**config.mk**
```make
export PLATFORM = sky130hd
export DESIGN_NAME = instr_packer
export DESIGN_NICKNAME = d
export VERILOG_FILES = /design/src/rtl/instr_packer.sv
export SDC_FILE = /design/constraint.sdc
export NUM_CORES = 1
export LEC_CHECK = 0
export ABC_AREA = 0
export BUFFER_PORTS_ARGS = -buffer_cell sky130_fd_sc_hd__clkbuf_2
export CAP_MARGIN = 30
export CORE_AREA = 8 8 111 154
export DETAILED_ROUTE_END_ITERATION = 8
export DIE_AREA = 0 0 119 162
export MAX_ROUTING_LAYER = met4
export SYNTH_ARGS = -nofsm -noshare
export SYNTH_HDL_FRONTEND = slang
export SYNTH_SLANG_ARGS = --single-unit
export TNS_END_PERCENT = 20
```
**constraint.sdc**
```tcl
create_clock -name clk_i -period 6.6 [get_ports clk_i]
set_input_delay 1.32 -clock clk_i [delete_from_list [all_inputs] [get_ports clk_i]]
set_output_delay 1.32 -clock clk_i [all_outputs]
set_load 0.1 [all_outputs]
```
**src/rtl/instr_packer.sv**
```systemverilog
// Packs RV32 I/S/B/R instruction fields into 32-bit words and queues them with a byte address.
// Optional macro INSTR_PACKER_RANGE_CHECK_EN enables immediate range checking and the err_o flag.
module instr_packer #(
    parameter int unsigned FIFO_DEPTH = 2
) (
    input  logic        clk_i,
    input  logic        rst_i,
    input  logic        in_valid_i,
    output logic        in_ready_o,
    input  logic [1:0]  fmt_i,
    input  logic [6:0]  opcode_i,
    input  logic [2:0]  funct3_i,
    input  logic [6:0]  funct7_i,
    input  logic [4:0]  rd_i,
    input  logic [4:0]  rs1_i,
    input  logic [4:0]  rs2_i,
    input  logic [12:0] imm_i,
    output logic        out_valid_o,
    input  logic        out_ready_i,
    output logic [31:0] instr_o,
    output logic [31:0] addr_o,
    output logic        err_o
);

    localparam int unsigned PtrW = $clog2(FIFO_DEPTH);
    localparam int unsigned CntW = $clog2(FIFO_DEPTH + 1);
    localparam logic [CntW-1:0] CntFull = CntW'(FIFO_DEPTH);

    typedef enum logic [1:0] {
        FmtI = 2'b00,
        FmtS = 2'b01,
        FmtB = 2'b10,
        FmtR = 2'b11
    } fmt_e;

    logic [31:0]     mem_q [FIFO_DEPTH];
    logic [PtrW-1:0] wr_ptr_q, wr_ptr_d;
    logic [PtrW-1:0] rd_ptr_q, rd_ptr_d;
    logic [CntW-1:0] count_q, count_d;
    logic [31:0]     addr_q, addr_d;

    logic            push;
    logic            pop;
    logic            enq;
    logic            imm_bad;
    logic [31:0]     packed_word;

    always_comb begin
        packed_word = '0;
        unique case (fmt_e'(fmt_i))
            FmtI: packed_word = {imm_i[11:0], rs1_i, funct3_i, rd_i, opcode_i};
            FmtS: packed_word = {imm_i[11:5], rs2_i, rs1_i, funct3_i, imm_i[4:0], opcode_i};
            FmtB: packed_word = {imm_i[12], imm_i[10:5], rs2_i, rs1_i, funct3_i,
                                 imm_i[4:1], imm_i[11], opcode_i};
            FmtR: packed_word = {funct7_i, rs2_i, rs1_i, funct3_i, rd_i, opcode_i};
            default: packed_word = '0;
        endcase
    end

`ifdef INSTR_PACKER_RANGE_CHECK_EN
    logic err_q, err_d;

    // I/S immediates must sign-fit 12 bits; B offsets must be halfword aligned.
    always_comb begin
        imm_bad = 1'b0;
        unique case (fmt_e'(fmt_i))
            FmtI, FmtS: imm_bad = imm_i[12] ^ imm_i[11];
            FmtB:       imm_bad = imm_i[0];
            default:    imm_bad = 1'b0;
        endcase
    end

    always_comb begin
        err_d = err_q;
        if (push && imm_bad) begin
            err_d = 1'b1;
        end
    end

    always_ff @(posedge clk_i) begin
        if (!rst_i) begin
            err_q <= 1'b0;
        end else begin
            err_q <= err_d;
        end
    end

    assign err_o = err_q;
`else
    assign imm_bad = 1'b0;
    assign err_o   = 1'b0;
`endif

    // Ready depends only on registered occupancy, so a pop never frees a slot in the same cycle.
    assign in_ready_o  = (count_q < CntFull);
    assign out_valid_o = (count_q != '0);
    assign push        = in_valid_i && in_ready_o;
    assign pop         = out_valid_o && out_ready_i;
    assign enq         = push && !imm_bad;

    assign instr_o = out_valid_o ? mem_q[rd_ptr_q] : 32'h0;
    assign addr_o  = addr_q;

    always_comb begin
        wr_ptr_d = wr_ptr_q;
        rd_ptr_d = rd_ptr_q;
        count_d  = count_q;
        addr_d   = addr_q;
        if (enq) begin
            wr_ptr_d = wr_ptr_q + PtrW'(1);
        end
        if (pop) begin
            rd_ptr_d = rd_ptr_q + PtrW'(1);
            addr_d   = addr_q + 32'd4;
        end
        unique case ({enq, pop})
            2'b10:   count_d = count_q + CntW'(1);
            2'b01:   count_d = count_q - CntW'(1);
            default: count_d = count_q;
        endcase
    end

    always_ff @(posedge clk_i) begin
        if (!rst_i) begin
            wr_ptr_q <= '0;
            rd_ptr_q <= '0;
            count_q  <= '0;
            addr_q   <= '0;
        end else begin
            wr_ptr_q <= wr_ptr_d;
            rd_ptr_q <= rd_ptr_d;
            count_q  <= count_d;
            addr_q   <= addr_d;
        end
    end

    // Storage needs no reset: instr_o is gated off whenever the queue is empty.
    always_ff @(posedge clk_i) begin
        if (rst_i && enq) begin
            mem_q[wr_ptr_q] <= packed_word;
        end
    end

endmodule

```
==> results.yml, run 1 <==
outcome:
  status: "completed"
logic_synthesis:
  synth_cell_types: 38
  syn_inst: 358
  yosys_warnings: 0
  netlist_top_cells_area: "edfxtp_1 (44%), dfxtp_1 (16%), mux2i_1 (7.9%), nor2_1 (4.3%), mux2_2 (3.9%)"
  syn_area_um2: 4320
  synth_seq_area_share: 0.607
  synth_top_area_cell: "edfxtp_1"
  ys_ff_latch: 99
  syn_avg_cell_area_um2: 12.1
  synth_top_area_frac: 0.445
cts:
  insertion_delay_ps: 340
  numCtsBuffers: 9
  cts_max_path_buffers: 2
  post-cts-setup-buffers: 0
  cts-root-buf: "clkbuf_16"
  tritoncts: "yes"
  cts_hold_buffers: 0
  cts_sinks: 99
  post_cts_resize_count: 0
  cts_htree_levels: 3
  path_clk_slew_ps: 70
global_route:
  grt_pass1_vias: 3152
  grt.overflow.total: 0
  track_usage: 0.110
  grt_max_degree: 34
  antenna_found_initial: 0
  grt_pass1_wl_um: 16700
worst_setup_path:
  worstPathArrival_ps: 1880
  start_kind: "flip-flop"
  crit_fanout: 33
  end_kind: "output port"
  critPathKind: "flip-flop to output port"
  critical_path_required_ps: 5280
  r2r_cells: 5
  regToRegSetupSlack_ps: 4230
placed_design:
  dp_hpwl_um: 7500
  portBuffers: 114
  place_area_um2: 5080
  place_congestion: 0.788
drt:
  firstDrtPassIters: 4
  postRouteAntennaNets: 0
  vias_per_cell: 4.76
  wl_um: 10400
  vias: 3154
  drc: 0
  routedWlPerCell_um: 15.7
  drt_iter0_drc: 120
hold_path:
  holdPathStages: 2
  hold_class: "flip-flop to flip-flop"
floorplan:
  io_pins: 118
  dieArea_um2: 19300
  die_w_um: 119
  start_util: 0.292
  core_area_um2: 14800
  die_h_um: 162
  rows: 53
timing:
  tns_ps: 0
  min_period_ps: 3200
  fmax_mhz: 313
  fin_crit_sh: 0.484
  relSlewSlack: 0.453
  setup_viol: 0
  slew_violations: 0
  tightest_slew_ps: 821
  hold_viol_final: 0
  grt_setup_unrepaired: "false"
  fin_worst_skew_ps: 7.81
layout:
  stdcell_area_um2: 5370
  final_layout_size_suffix_gt1_frac: 0.338
  diodes: 0
  final_net_count: 519
  synthToLayoutAreaGrowth_pct: 24.2
  nFillCells: 1448
flow_run:
  drv_cap: 0
power_and_ir_drop:
  peakVddDrop_mv: 0.284
  leakagePower_nw: 1.98
  power.density_nw_per_um2: 462
==> metal layers <==
metal | global-route usage | up-vias | share of wire
li1 | - | 1526 | -
met5 | - | - | 0
met4 | 0.0392 | 0 | 0.011
met3 | 0.0330 | 10 | 0.061
met2 | 0.178 | 113 | 0.48
met1 | 0.127 | 1505 | 0.45
==> flip-flops by register name, summed over array words and instances (netlist names), named ones only <==
name,flops
addr_o,30
rd_ptr_q,1
count_q,2
wr_ptr_q,1
mem_q,64
==> kinds of logic after synthesis <==
| family | share of synthesized area |
|---|---|
| AND/OR/NAND/NOR | 0.137 |
| flip-flops | 0.607 |
| multiplexers | 0.118 |
| AO/OA/AOI/OAI | 0.0657 |
| buffers and inverters | 0.0362 |
| XOR/XNOR | 0.0304 |
| adder cells (fa/ha/maj) | 0.00579 |
| other | 0.000867 |
==> cells in the mapped netlist, drive strengths merged <==
master,count
xnor2,7
and2,1
ha,2
nor4,1
nor2,49
mux2,15
o31ai,12
o211ai,1
a211oi,1
nand3,12
conb,1
o21ai,8
o211a,1
and4,4
dfxtp,35
a21oi,23
clkinv,1
buf,12
nor3,4
nand4,8
nor2b,1
mux2i,34
edfxtp,64
or3,8
inv,6
and3,2
clkbuf,11
nand2,11
xor2,8
and2b,1
or4,14
==> power breakdown <==
| part | internal, W | leakage (nW) | switching [W] |
|---|---|---|---|
| Clock | 0.000262 | 0.128 | 0.000239 |
| Combinational | 0.000196 | 0.980 | 0.00102 |
| Sequential | 0.000723 | 0.870 | 0.0000433 |
| Total | 0.00118 | 1.98 | 0.00130 |
==> worst max-delay path, cell delays in order, from the launching register on <==
cell and delay, ps:
dfxtp_1 530, nor2_2 70, buf_4 250, nor2_1 180
clkbuf_2 480
==> final cells by class <==
type	count	area (µm²)	area share
clock buffers	9	225	0.0419
clock inverters	7	61.3	0.0114
inverters	7	26.3	0.00489
multi-input cells	231	1560	0.291
flip-flops and latches	99	2620	0.489
well taps	192	240	0.0447
repair buffers	118	633	0.118
==> path summary, 6_finish.rpt <==
kind | start | end
setup / recovery | count_q[1] | instr_o[20]
hold / removal | addr_o[31] | addr_o[31]
setup reg to reg | addr_o[2] | addr_o[22]
hold reg to reg | addr_o[31] | addr_o[31]
==> stage by stage <==
step	instances	hold WS [ps]	util	total power (W)	setup slack (ps)
finish	663	480	0.363	0.00248	3400
global route	663	505	0.363	0.00259	3290
CTS	663	480	0.363	0.00252	3340
detailed placement	647	468	0.344	0.00202	3370
global placement	645	468	0.341	0.00200	3230
floorplan	360	472	-	0.00180	2370
==> layout by cell type, fill, tap and decap left out, types with 9 or more instances in the layout <==
cell,count
a21oi_1,23
clkbuf_16,9
clkbuf_2,114
dfxtp_1,34
edfxtp_1,64
mux2_2,15
mux2i_1,34
nand2_1,11
nand3_1,12
nor2_1,48
o31ai_1,12
or4_1,13
(Power assumes the default switching activity.)
==> run 2, diff against run 1 <==
- clock period: 6.6 -> 2.75 ns (I/O delays scaled with it)
==> run 2 against run 1 <==
  * Clock power increased by 140%
  * Routed wire length decreased by 2.3%
  * Register-to-register slack got worse by 3700 ps
  * Largest power group unchanged
  * First-iteration DRC count decreased by 12%
  * Critical path type unchanged
  * Non-clock buffer count increased by 1
  * Sequential cell count unchanged
  * Global-route usage decreased by 0.094 points
  * Sequential power increased by 140%
  * Cell count increased by 0.15%
  * Critical path depth unchanged
  * Sequential share of layout area increased by 0.057 points
==> results.yml, run 2 (synthesis results as in run 1) <==
timing:
  relSlewSlack: 0.495
  tightest_slew_ps: 756
  hold_viol_final: 0
  grt_setup_unrepaired: "false"
  min_period_ps: 2400
  slew_violations: 0
  setup_viol: 0
  fin_crit_sh: 0.871
  fin_worst_skew_ps: 7.76
  timing.hold.ws_ps: 403
  tns_ps: 0
  fmax_mhz: 417
cts:
  post_cts_resize_count: 0
  cts_max_path_buffers: 2
  cts_hold_buffers: 0
  cts_htree_levels: 3
  cts_sinks: 99
  insertion_delay_ps: 330
  tritoncts: "yes"
  numCtsBuffers: 9
  cts-root-buf: "clkbuf_16"
  post-cts-setup-buffers: 0
  path_clk_slew_ps: 70
worst_setup_path:
  worstPathArrival_ps: 1850
  end_kind: "output port"
  critical_path_required_ps: 2200
  path_cells: "nor2_2 -> buf_4 -> nor2_1 -> clkbuf_2"
  critPathKind: "flip-flop to output port"
  start_kind: "flip-flop"
  crit_fanout: 32
  timing.rr.start: "addr_o[2]"
  crit_slowest_cell: "dfxtp_1"
  startpoint: "count_q[1]"
  slowest_delay_ps: 500
placed_design:
  portBuffers: 114
  place_congestion: 0.765
  dp_hpwl_um: 7470
  placedCellCount: 648
  place_area_um2: 5080
drt:
  drt_iter0_drc: 106
  vias: 3120
  vias_per_cell: 4.70
  drc: 0
  firstDrtPassIters: 4
  wl_um: 10200
  routedWlPerCell_um: 15.4
  postRouteAntennaNets: 0
hold_path:
  hp-start: "opcode_i[5]"
  hold_class: "primary input to flip-flop"
layout:
  final_net_count: 520
  largest_register_ffs: 64
  fin_cells: 664
  layout_common_cells: "clkbuf_2 (114), edfxtp_1 (64), nor2_1 (48)"
  synthToLayoutAreaGrowth_pct: 24.1
  diodes: 0
  final_layout_size_suffix_gt1_frac: 0.339
  stdcell_area_um2: 5360
  top_register: "mem_q"
  layout_commonest_cell: "clkbuf_2"
flow_run:
  drv_cap: 0
floorplan:
  start_util: 0.292
  dieArea_um2: 19300
  io_pins: 118
  die_h_um: 162
  rows: 53
  die_w_um: 119
  core_area_um2: 14800
power_and_ir_drop:
  power.density_nw_per_um2: 1110
  leakagePower_nw: 1.98
  peakVddDrop_mv: 0.755
  power_w: 0.00595
global_route:
  grt_pass1_vias: 3282
  grt_max_degree: 36
  grt.overflow.total: 0
  track_usage: 0.109
  grt_pass1_wl_um: 16800
  antenna_found_initial: 0
outcome:
  status: "completed"
run 2: layer usage:
layer | global-route usage | up-vias | wire, µm
met1 | 0.125 | 1480 | 4360
met5 | - | - | 0
li1 | - | 1534 | -
met2 | 0.180 | 100 | 5120
met3 | 0.0323 | 6 | 643
met4 | 0.0340 | 0 | 77
run 2: critical path: cells and delay by family, from the launching register on:
kind | cells | cell delay (ps)
buffers and inverters | 2 | 730
and+or+nand+nor | 2 | 260
DFF | 1 | 500
run 2: path summary, 6_finish.rpt:
check,end,cells past startpoint,slack [ps]
worst max register to register,addr_o[24],5,510
worst min register to register,addr_o[31],2,490
worst max-delay path,instr_o[19],4,350
worst min-delay path,mem_q[0][5],1,400
run 2: layout make-up:
cell class	instances	area (µm²)
sequential	99	2620
timing repair buffer	119	621
clock inverter	7	61.3
fill	1456	9420
inverter	7	26.3
clock buffer	9	225
multi-input combinational	231	1570
tap	192	240
run 2: metrics by stage:
stage               worst slack (ps)   util
floorplan                       -158      -
finish                           355  0.363
detailed placement               341  0.343
CTS                              283  0.363
global route                     241  0.363
global placement                 377  0.343
run 2: where the power goes:
part           switching [W]  internal (W)
registers          0.0000968       0.00174
clock network       0.000563      0.000629
logic                0.00245      0.000469
==> run 3, diff against run 2 <==
- BUFFER_PORTS_ARGS: -buffer_cell sky130_fd_sc_hd__clkbuf_2 -> -buffer_cell sky130_fd_sc_hd__buf_2
- PLACE_DENSITY: not set -> 0.55
==> run 3 against run 2 <==
  * Total power up 0.84%
  * Count of clock-buffer cells in the layout unchanged
  * Global-route usage about the same
  * Combinational power up 1%
  * Routed wire length up 2.5%
  * Hold slack worse by 7.2 ps
  * Register-to-register slack worse by 30 ps
  * Highest routed layer unchanged
==> results.yml, run 3 (synthesis results as in run 1) <==
layout:
  synthToLayoutAreaGrowth_pct: 24.3
  final_net_count: 520
  regArea_um2: 2620
  nFillCells: 1479
  largest_register_ffs: 64
  layout_commonest_cell: "buf_2"
  final_util: 0.363
  final_layout_size_suffix_gt1_frac: 0.339
  multi_input_area_um2: 1570
  stdcell_area_um2: 5370
  diodes: 0
  top_register: "mem_q"
  layout_common_cells: "buf_2 (114), edfxtp_1 (64), nor2_1 (48)"
cts:
  cts_hold_buffers: 0
  path_clk_slew_ps: 80
  tritoncts: "yes"
  cts_htree_levels: 3
  insertion_delay_ps: 330
  numCtsBuffers: 9
  post_cts_resize_count: 0
  cts-root-buf: "clkbuf_16"
  cts_sinks: 99
  cts_max_path_buffers: 2
  post-cts-setup-buffers: 0
drt:
  vias: 3184
  vias_per_cell: 4.80
  postRouteAntennaNets: 0
  drc: 0
  wl_um: 10400
  drt_iter0_drc: 183
  firstDrtPassIters: 4
  routedWlPerCell_um: 15.7
power_and_ir_drop:
  power.density_nw_per_um2: 1120
  power_w: 0.00600
  peakVddDrop_mv: 0.804
  leakagePower_nw: 2.03
timing:
  hold_viol_final: 0
  fmax_mhz: 421
  slew_violations: 0
  relSlewSlack: 0.481
  fin_worst_skew_ps: 10.6
  fin_crit_sh: 0.864
  grt_setup_unrepaired: "false"
  setup_viol: 0
  tightest_slew_ps: 776
  setup_slack_ps: 374
  min_period_ps: 2380
placed_design:
  dp_hpwl_um: 7320
  portBuffers: 114
  preCtsSetupSlack_ps: 347
  place_area_um2: 5080
  place_congestion: 0.777
worst_setup_path:
  regToRegSetupSlack_ps: 480
  worstPathArrival_ps: 1830
  crit_fanout: 32
  slowest_delay_ps: 500
  path_delay_family: "buffers and inverters"
  path_cells: "nor2_2 -> buf_4 -> nor2_1 -> buf_2"
  end_kind: "output port"
  timing.rr.start: "addr_o[3]"
  crit_slowest_cell: "dfxtp_1"
  critPathKind: "flip-flop to output port"
  critical_path_required_ps: 2200
  start_kind: "flip-flop"
  r2r_end: "addr_o[22]"
  r2r_cells: 5
  critPathBufInv: 2
global_route:
  grt_pass1_vias: 3198
  antenna_found_initial: 0
  grt.overflow.total: 0
  grt_pass1_wl_um: 16500
  grt_max_degree: 36
  track_usage: 0.109
outcome:
  status: "completed"
floorplan:
  rows: 53
  die_h_um: 162
  die_w_um: 119
  dieArea_um2: 19300
  io_pins: 118
  core_area_um2: 14800
  start_util: 0.292
flow_run:
  drv_cap: 0
hold_path:
  hold_class: "primary input to flip-flop"
  min_to: "mem_q[1][18]"
  hp-start: "rs1_i[3]"
  holdPathStages: 1
-- run 3: changes by cell type in the layout (fill, tap and decap cells not counted), sizes merged --
cell and change:
clkinvlp -2, buf +114, inv +1, clkbuf -114, clkinv +1
-- run 3: layer usage --
metal | global-route usage | routed length [µm] | vias up
met5 | - | 0 | -
met4 | 0.0277 | 99 | 0
met3 | 0.0309 | 528 | 7
met2 | 0.183 | 5090 | 102
met1 | 0.125 | 4720 | 1536
li1 | - | - | 1539
-- run 3: power breakdown --
part / switching [W] / internal (W)
combinational: 0.00248 / 0.000480
clock: 0.000586 / 0.000641
sequential: 0.0000743 / 0.00173
-- run 3: stage by stage --
stage | instances | TNS, ps | hold WS [ps]
3_5_place_dp | 648 | 0 | 476
3_3_place_gp | 648 | 0 | 472
6_report | 664 | 0 | 396
5_1_grt | 664 | 0 | 375
2_1_floorplan | 360 | -4730 | 472
4_1_cts | 664 | 0 | 380
-- run 3: how the worst max path moves through the flow --
stage | from | to | slack (ps) | cells after the start
floorplan | flip-flop | instr_o[10] | -160 | 4
global placement | out_ready_i | addr_o[31] | 390 | 5
detailed placement | out_ready_i | addr_o[25] | 350 | 5
CTS | count_q[1] | instr_o[10] | 340 | 4
global route | count_q[1] | instr_o[22] | 230 | 4
finish | count_q[1] | instr_o[10] | 370 | 4
-- run 3: area by class of cell --
cell class	count	area share
sequential	99	0.488
multi-input combinational	231	0.292
timing repair buffer	119	0.115
tap	192	0.0447
clock buffer	9	0.0419
clock inverter	7	0.0133
inverter	7	0.00489
